$ cat config.mk
export PLATFORM = sky130hd
export DESIGN_NAME = dac_spi_tx
export DESIGN_NICKNAME = d
export VERILOG_FILES = /design/src/rtl/dds_pkg.sv /design/src/rtl/dac_spi_clkdiv.sv /design/src/rtl/dac_spi_tx.sv
export SDC_FILE = /design/constraint.sdc
export NUM_CORES = 1
export LEC_CHECK = 0
export ABC_CLOCK_PERIOD_IN_PS = 2100
export BUFFER_PORTS_ARGS = -buffer_cell sky130_fd_sc_hd__clkbuf_2
export CAP_MARGIN = 30
export CORE_UTILIZATION = 45
export CTS_CLUSTER_SIZE = 16
export DETAILED_ROUTE_END_ITERATION = 6
export GPL_TIMING_DRIVEN = 0
export PLACE_DENSITY_LB_ADDON = 0.12
export SKIP_CTS_REPAIR_TIMING = 1
export SYNTH_ARGS = -nofsm -noshare
export SYNTH_HDL_FRONTEND = slang
export SYNTH_SLANG_ARGS = --single-unit
$ cat constraint.sdc
create_clock -name clk -period 2.1 [get_ports clk]
set_input_delay 0.315 -clock clk [delete_from_list [all_inputs] [get_ports clk]]
set_output_delay 0.315 -clock clk [all_outputs]
set_load 0.1 [all_outputs]
$ cat src/rtl/dds_pkg.sv
// Shared defaults, FSM encoding and frame-size helper for the DDS DAC output path.
package dds_pkg;

    localparam int unsigned DEF_DAC_WIDTH  = 12;
    localparam int unsigned DEF_ADDR_WIDTH = 10;
    localparam int unsigned DEF_CTRL_WIDTH = 4;

    typedef enum logic [1:0] {
        ST_IDLE  = 2'd0,
        ST_SHIFT = 2'd1,
        ST_GAP   = 2'd2
    } spi_state_t;

    function automatic int unsigned frame_width(input int unsigned ctrl_w, input int unsigned dac_w);
        return ctrl_w + dac_w;
    endfunction

endpackage

$ cat src/rtl/dac_spi_clkdiv.sv
// SCLK half-period divider: produces the serial clock level and half/bit boundary strobes while enabled.
module dac_spi_clkdiv #(
    parameter int unsigned SCLK_DIV = 4
) (
    input  logic clk,
    input  logic rst,
    input  logic en,
    output logic sclk,
    output logic half_tick_c,
    output logic bit_end_c
);

    localparam int unsigned CNT_W = (SCLK_DIV > 1) ? $clog2(SCLK_DIV) : 1;

    logic [CNT_W-1:0] cnt;

    // A bit ends on the half tick that closes the low phase.
    assign half_tick_c = en && (cnt == CNT_W'(SCLK_DIV - 1));
    assign bit_end_c   = half_tick_c && !sclk;

    always_ff @(posedge clk or posedge rst) begin
        if (rst) begin
            cnt  <= '0;
            sclk <= 1'b1;
        end else if (!en) begin
            cnt  <= '0;
            sclk <= 1'b1;
        end else if (half_tick_c) begin
            cnt  <= '0;
            sclk <= ~sclk;
        end else begin
            cnt <= cnt + CNT_W'(1);
        end
    end

endmodule

$ cat src/rtl/dac_spi_tx.sv
// Serialises DDS samples as {CTRL_WORD, sample} SPI frames to a DAC through a 1-entry holding register.
module dac_spi_tx
    import dds_pkg::*;
#(
    parameter int unsigned            DAC_WIDTH  = DEF_DAC_WIDTH,
    parameter int unsigned            CTRL_WIDTH = DEF_CTRL_WIDTH,
    parameter logic [CTRL_WIDTH-1:0]  CTRL_WORD  = '0,
    parameter int unsigned            SCLK_DIV   = 4,
    parameter int unsigned            GAP_CYCLES = 2
) (
    input  logic                 clk,
    input  logic                 rst,
    input  logic [DAC_WIDTH-1:0] sample_in,
    input  logic                 sample_valid,
    output logic                 sample_ready,
    output logic                 dac_sclk,
    output logic                 dac_sync_n,
    output logic                 dac_din,
    output logic                 busy,
    output logic                 overrun
);

    localparam int unsigned FRAME_WIDTH = frame_width(CTRL_WIDTH, DAC_WIDTH);
    localparam int unsigned BIT_W       = $clog2(FRAME_WIDTH);
    localparam int unsigned GAP_W       = (GAP_CYCLES > 1) ? $clog2(GAP_CYCLES) : 1;

    spi_state_t             state, state_d;
    logic [DAC_WIDTH-1:0]   hold, hold_d;
    logic                   hold_full, hold_full_d;
    logic [FRAME_WIDTH-1:0] shreg, shreg_d;
    logic [BIT_W-1:0]       bit_cnt, bit_cnt_d;
    logic [GAP_W-1:0]       gap_cnt, gap_cnt_d;
    logic                   sync_n_d, din_d, busy_d, overrun_d;
    logic [FRAME_WIDTH-1:0] frame_c;
    logic                   half_tick_c, bit_end_c;

    assign sample_ready = !hold_full;
    assign frame_c      = {CTRL_WORD, hold};

    dac_spi_clkdiv #(
        .SCLK_DIV (SCLK_DIV)
    ) u_clkdiv (
        .clk         (clk),
        .rst         (rst),
        .en          (state == ST_SHIFT),
        .sclk        (dac_sclk),
        .half_tick_c (half_tick_c),
        .bit_end_c   (bit_end_c)
    );

    // Next-state: holding register runs independently of the shifter FSM.
    always_comb begin
        state_d     = state;
        hold_d      = hold;
        hold_full_d = hold_full;
        shreg_d     = shreg;
        bit_cnt_d   = bit_cnt;
        gap_cnt_d   = gap_cnt;
        sync_n_d    = dac_sync_n;
        din_d       = dac_din;
        overrun_d   = sample_valid && hold_full;

        if (sample_valid && !hold_full) begin
            hold_d      = sample_in;
            hold_full_d = 1'b1;
        end

        unique case (state)
            ST_IDLE: begin
                if (hold_full) begin
                    shreg_d     = frame_c;
                    hold_full_d = 1'b0;
                    sync_n_d    = 1'b0;
                    din_d       = frame_c[FRAME_WIDTH-1];
                    bit_cnt_d   = '0;
                    state_d     = ST_SHIFT;
                end
            end
            ST_SHIFT: begin
                if (bit_end_c) begin
                    if (bit_cnt == BIT_W'(FRAME_WIDTH - 1)) begin
                        sync_n_d  = 1'b1;
                        din_d     = 1'b0;
                        gap_cnt_d = '0;
                        state_d   = ST_GAP;
                    end else begin
                        // Rotate so the next bit sits at the MSB; din only moves at bit start.
                        shreg_d   = {shreg[FRAME_WIDTH-2:0], shreg[FRAME_WIDTH-1]};
                        din_d     = shreg[FRAME_WIDTH-2];
                        bit_cnt_d = bit_cnt + BIT_W'(1);
                    end
                end
            end
            ST_GAP: begin
                if (gap_cnt == GAP_W'(GAP_CYCLES - 1)) begin
                    gap_cnt_d = '0;
                    state_d   = ST_IDLE;
                end else begin
                    gap_cnt_d = gap_cnt + GAP_W'(1);
                end
            end
            default: state_d = ST_IDLE;
        endcase

        busy_d = (state_d != ST_IDLE);
    end

    always_ff @(posedge clk or posedge rst) begin
        if (rst) begin
            state      <= ST_IDLE;
            hold       <= '0;
            hold_full  <= 1'b0;
            shreg      <= '0;
            bit_cnt    <= '0;
            gap_cnt    <= '0;
            dac_sync_n <= 1'b1;
            dac_din    <= 1'b0;
            busy       <= 1'b0;
            overrun    <= 1'b0;
        end else begin
            state      <= state_d;
            hold       <= hold_d;
            hold_full  <= hold_full_d;
            shreg      <= shreg_d;
            bit_cnt    <= bit_cnt_d;
            gap_cnt    <= gap_cnt_d;
            dac_sync_n <= sync_n_d;
            dac_din    <= din_d;
            busy       <= busy_d;
            overrun    <= overrun_d;
        end
    end

endmodule

==> impl_metrics.tcl <==
set metrics [dict create \
    slew_violations 0 \
    post_drt_wl_per_cell_um 13.5 \
    dieArea_um2 4340 \
    clkTransAtPathRegs_ps 80 \
    end_kind "flop" \
    critical_path_buf_inv_count 2 \
    route.met3.wl_um 99 \
    tritoncts "yes" \
    clockRootBuffer "clkbuf_8" \
    grt-ovfl-total 0 \
    ys_types 31 \
    io_buffers 20 \
    skew_ps 9.66 \
    antenna_found_initial 0 \
    wl_met2_um 1490 \
    r2r_cells 7 \
    status "completed" \
    grt_use_total_pct 18.0 \
    r2r_start "u_clkdiv.cnt[0]$_DFF_PP0_" \
    syn_area_per_cell_um2 11.5 \
    cp_cell_sequence "ha_1 > and4bb_1 > o21ai_2 > buf_4 > buf_6 > nand2_1 > o21ai_1" \
    post-synth-top-area-cell "dfrtp_1" \
    ys_warn_count 0 \
    startpoint "u_clkdiv.cnt[0]$_DFF_PP0_" \
    start_util_pct 48.6 \
    area_growth_syn_to_layout_pct 13.2 \
    netlist_area_um2 1830 \
    drive_gt1_share_pct 27.1 \
    drt_iter0_drc 64 \
    p_leak_nw 0.949 \
    critPathCapture "shreg[3]$_DFFE_PP0P_" \
    fin_setup_tns_ps 0 \
    crit_required_ps 2310 \
    clk_path_buf_depth 2 \
    period_share_pct 78.3 \
    synth_top_area_share_pct 55.9 \
    tightest_slew_ps 858 \
    top_layer_used "met4" \
    rows 22 \
    setup_viol 0 \
    slew_headroom_pct 42.7 \
    power_density_nw_per_um2 1310 \
    cp_data_arrival_time_ps 1850 \
    htreeDepth 2 \
    io_pins 21 \
    r2r_end "shreg[3]$_DFFE_PP0P_" \
    vias_per_cell 5.18 \
    yosysSeqAreaShare_pct 58.8 \
    dp_hpwl_um 2180 \
    cts_sinks 43 \
    synthTopCellsByArea "dfrtp_1 (56%), mux2_2 (7.4%), mux2i_1 (6.5%)" \
    syn_nets 177 \
    yosys_register_bits 43 \
    cp.depth 7 \
    grt_pass1_wl_um 5730 \
    antennaDiodeCount 0 \
    finalWirelength_um 3190 \
    grt_pass1_vias 1281 \
    wl_met1_um 1550 \
    cts_made_buffers 5 \
    synthCells 160 \
    grt_setup_unrepaired "false" \
    crit_type "reg2reg" \
    worst_path_largest_cell_delay_ps 390 \
    core_area_um2 3770 \
    path_max_fanout 10 \
    hold_violations 0 \
    fillCellCount 330 \
    hp-class "in2async" \
    crit_family "flip-flops" \
    reg2reg_slack_ps 460 \
    clock_latency_ps 290 \
    drc 0 \
    post-route-min-period_ps 1640 \
    fmax_ghz 0.608 \
    grt_max_degree 44 \
    vias 1222 \
    fin_nets 204 \
    slowest_stage "dfrtp_1" \
    start_kind "flop" \
    p_total_w 0.00271 \
    cap_violations 0 \
    ant_nets 0 \
    max-vdd-ir-drop_mv 0.593 \
    die_h_um 65.8 \
    die_w_um 65.8 \
    gp_congestion 0.756 \
    drt_first_pass_iters 4 \
]
[stage by stage]
step / cells / utilization, % / setup slack (ps) / hold WS (ps) / instance area, µm²
6_report: 236 / 55.0 / 456 / 183 / 2080
4_1_cts: 236 / 55.0 / 451 / 216 / 2080
5_1_grt: 236 / 55.0 / 289 / 252 / 2080
2_1_floorplan: 160 / - / 336 / 415 / 1830
3_5_place_dp: 228 / 52.9 / 478 / 440 / 1990
3_3_place_gp: 228 / 52.9 / 304 / 428 / 1990
[registers in the layout, indices dropped and copies added (netlist names), 2 cells and up]
register      flops
hold             12
shreg            16
state             2
bit_cnt           4
u_clkdiv.cnt      2
[cell type report]
class / instances / area (µm²) / share of cell area [%]
clock buffers: 7 / 76.3 / 3.68
repair buffers: 20 / 100 / 4.82
multi-input cells: 105 / 689 / 33.2
well taps: 48 / 60.1 / 2.89
clock inverters: 1 / 5.00 / 0.241
inverters: 4 / 15.0 / 0.723
flip-flops and latches: 43 / 1080 / 52.0
plain buffers: 8 / 51.3 / 2.47
[per-layer routing]
layer / vias to the layer above / track usage, %
li1: 599 / -
met1: 600 / 23.5
met2: 17 / 28.8
met3: 6 / 4.66
met4: 0 / 6.52
met5: - / 0
[cells by family (layout without fill, tap and decap cells)]
family	after synthesis	count (layout)	share of synthesized area [%]
simple gates	50	50	13.3
flops	43	43	58.8
mux	24	24	13.9
xor+xnor	1	1	0.478
fa+ha+maj	2	2	1.36
buf+inv	12	40	3.61
compound gates	28	28	8.53
[layout by cell type, fill, tap and decap left out, drive strengths merged]
cell type and instances:
a21o 1, a21oi 2, and2 3, and4bb 1, buf 7, clkbuf 28
clkinv 1, dfrtp 41, dfstp 2, ha 2, inv 4, mux2 12
mux2i 12, nand2 27, nand2b 1, nand3 2, nand4 1, nand4b 1
nor2 7, nor2b 2, nor3 2, nor3b 1, o211ai 1, o21ai 22
o311ai 1, o41ai 1, or3 2, xnor2 1
[worst min path at each step]
stage / endpoint / slack (ps) / depth (start not counted)
2_1_floorplan: u_clkdiv.cnt[0]$_DFF_PP0_ / 410 / 1
3_3_place_gp: u_clkdiv.cnt[0]$_DFF_PP0_ / 430 / 1
3_5_place_dp: u_clkdiv.cnt[0]$_DFF_PP0_ / 440 / 1
4_1_cts: overrun$_DFF_PP0_ / 220 / 2
5_1_grt: hold[10]$_DFFE_PP0P_ / 250 / 2
6_report: overrun$_DFF_PP0_ / 180 / 2
[power breakdown]
group	switching (W)	total [W]	internal (W)
clock	0.000259	0.000493	0.000233
sequential	0.000190	0.00135	0.00116
combinational	0.000510	0.000873	0.000364
[cell usage after synthesis]
master    number
nand3_1        2
o211ai_1       1
nand2_1       27
buf_6          1
o21ai_2        1
o21ai_1        2
dfstp_2        2
and2_1         3
nand4_1        1
nor2b_1        2
a21o_1         1
or3_1          2
a21oi_1        2
buf_2          4
nand4b_1       1
nor2_1         7
dfrtp_1       41
ha_1           2
o21ai_0       19
nand2b_1       1
o311ai_0       1
nor3b_4        1
and4bb_1       1
mux2_2        12
nor3_1         2
buf_4          2
o41ai_1        1
mux2i_1       12
inv_1          4
clkbuf_2       1
xnor2_1        1
(Power assumes the default switching activity.)
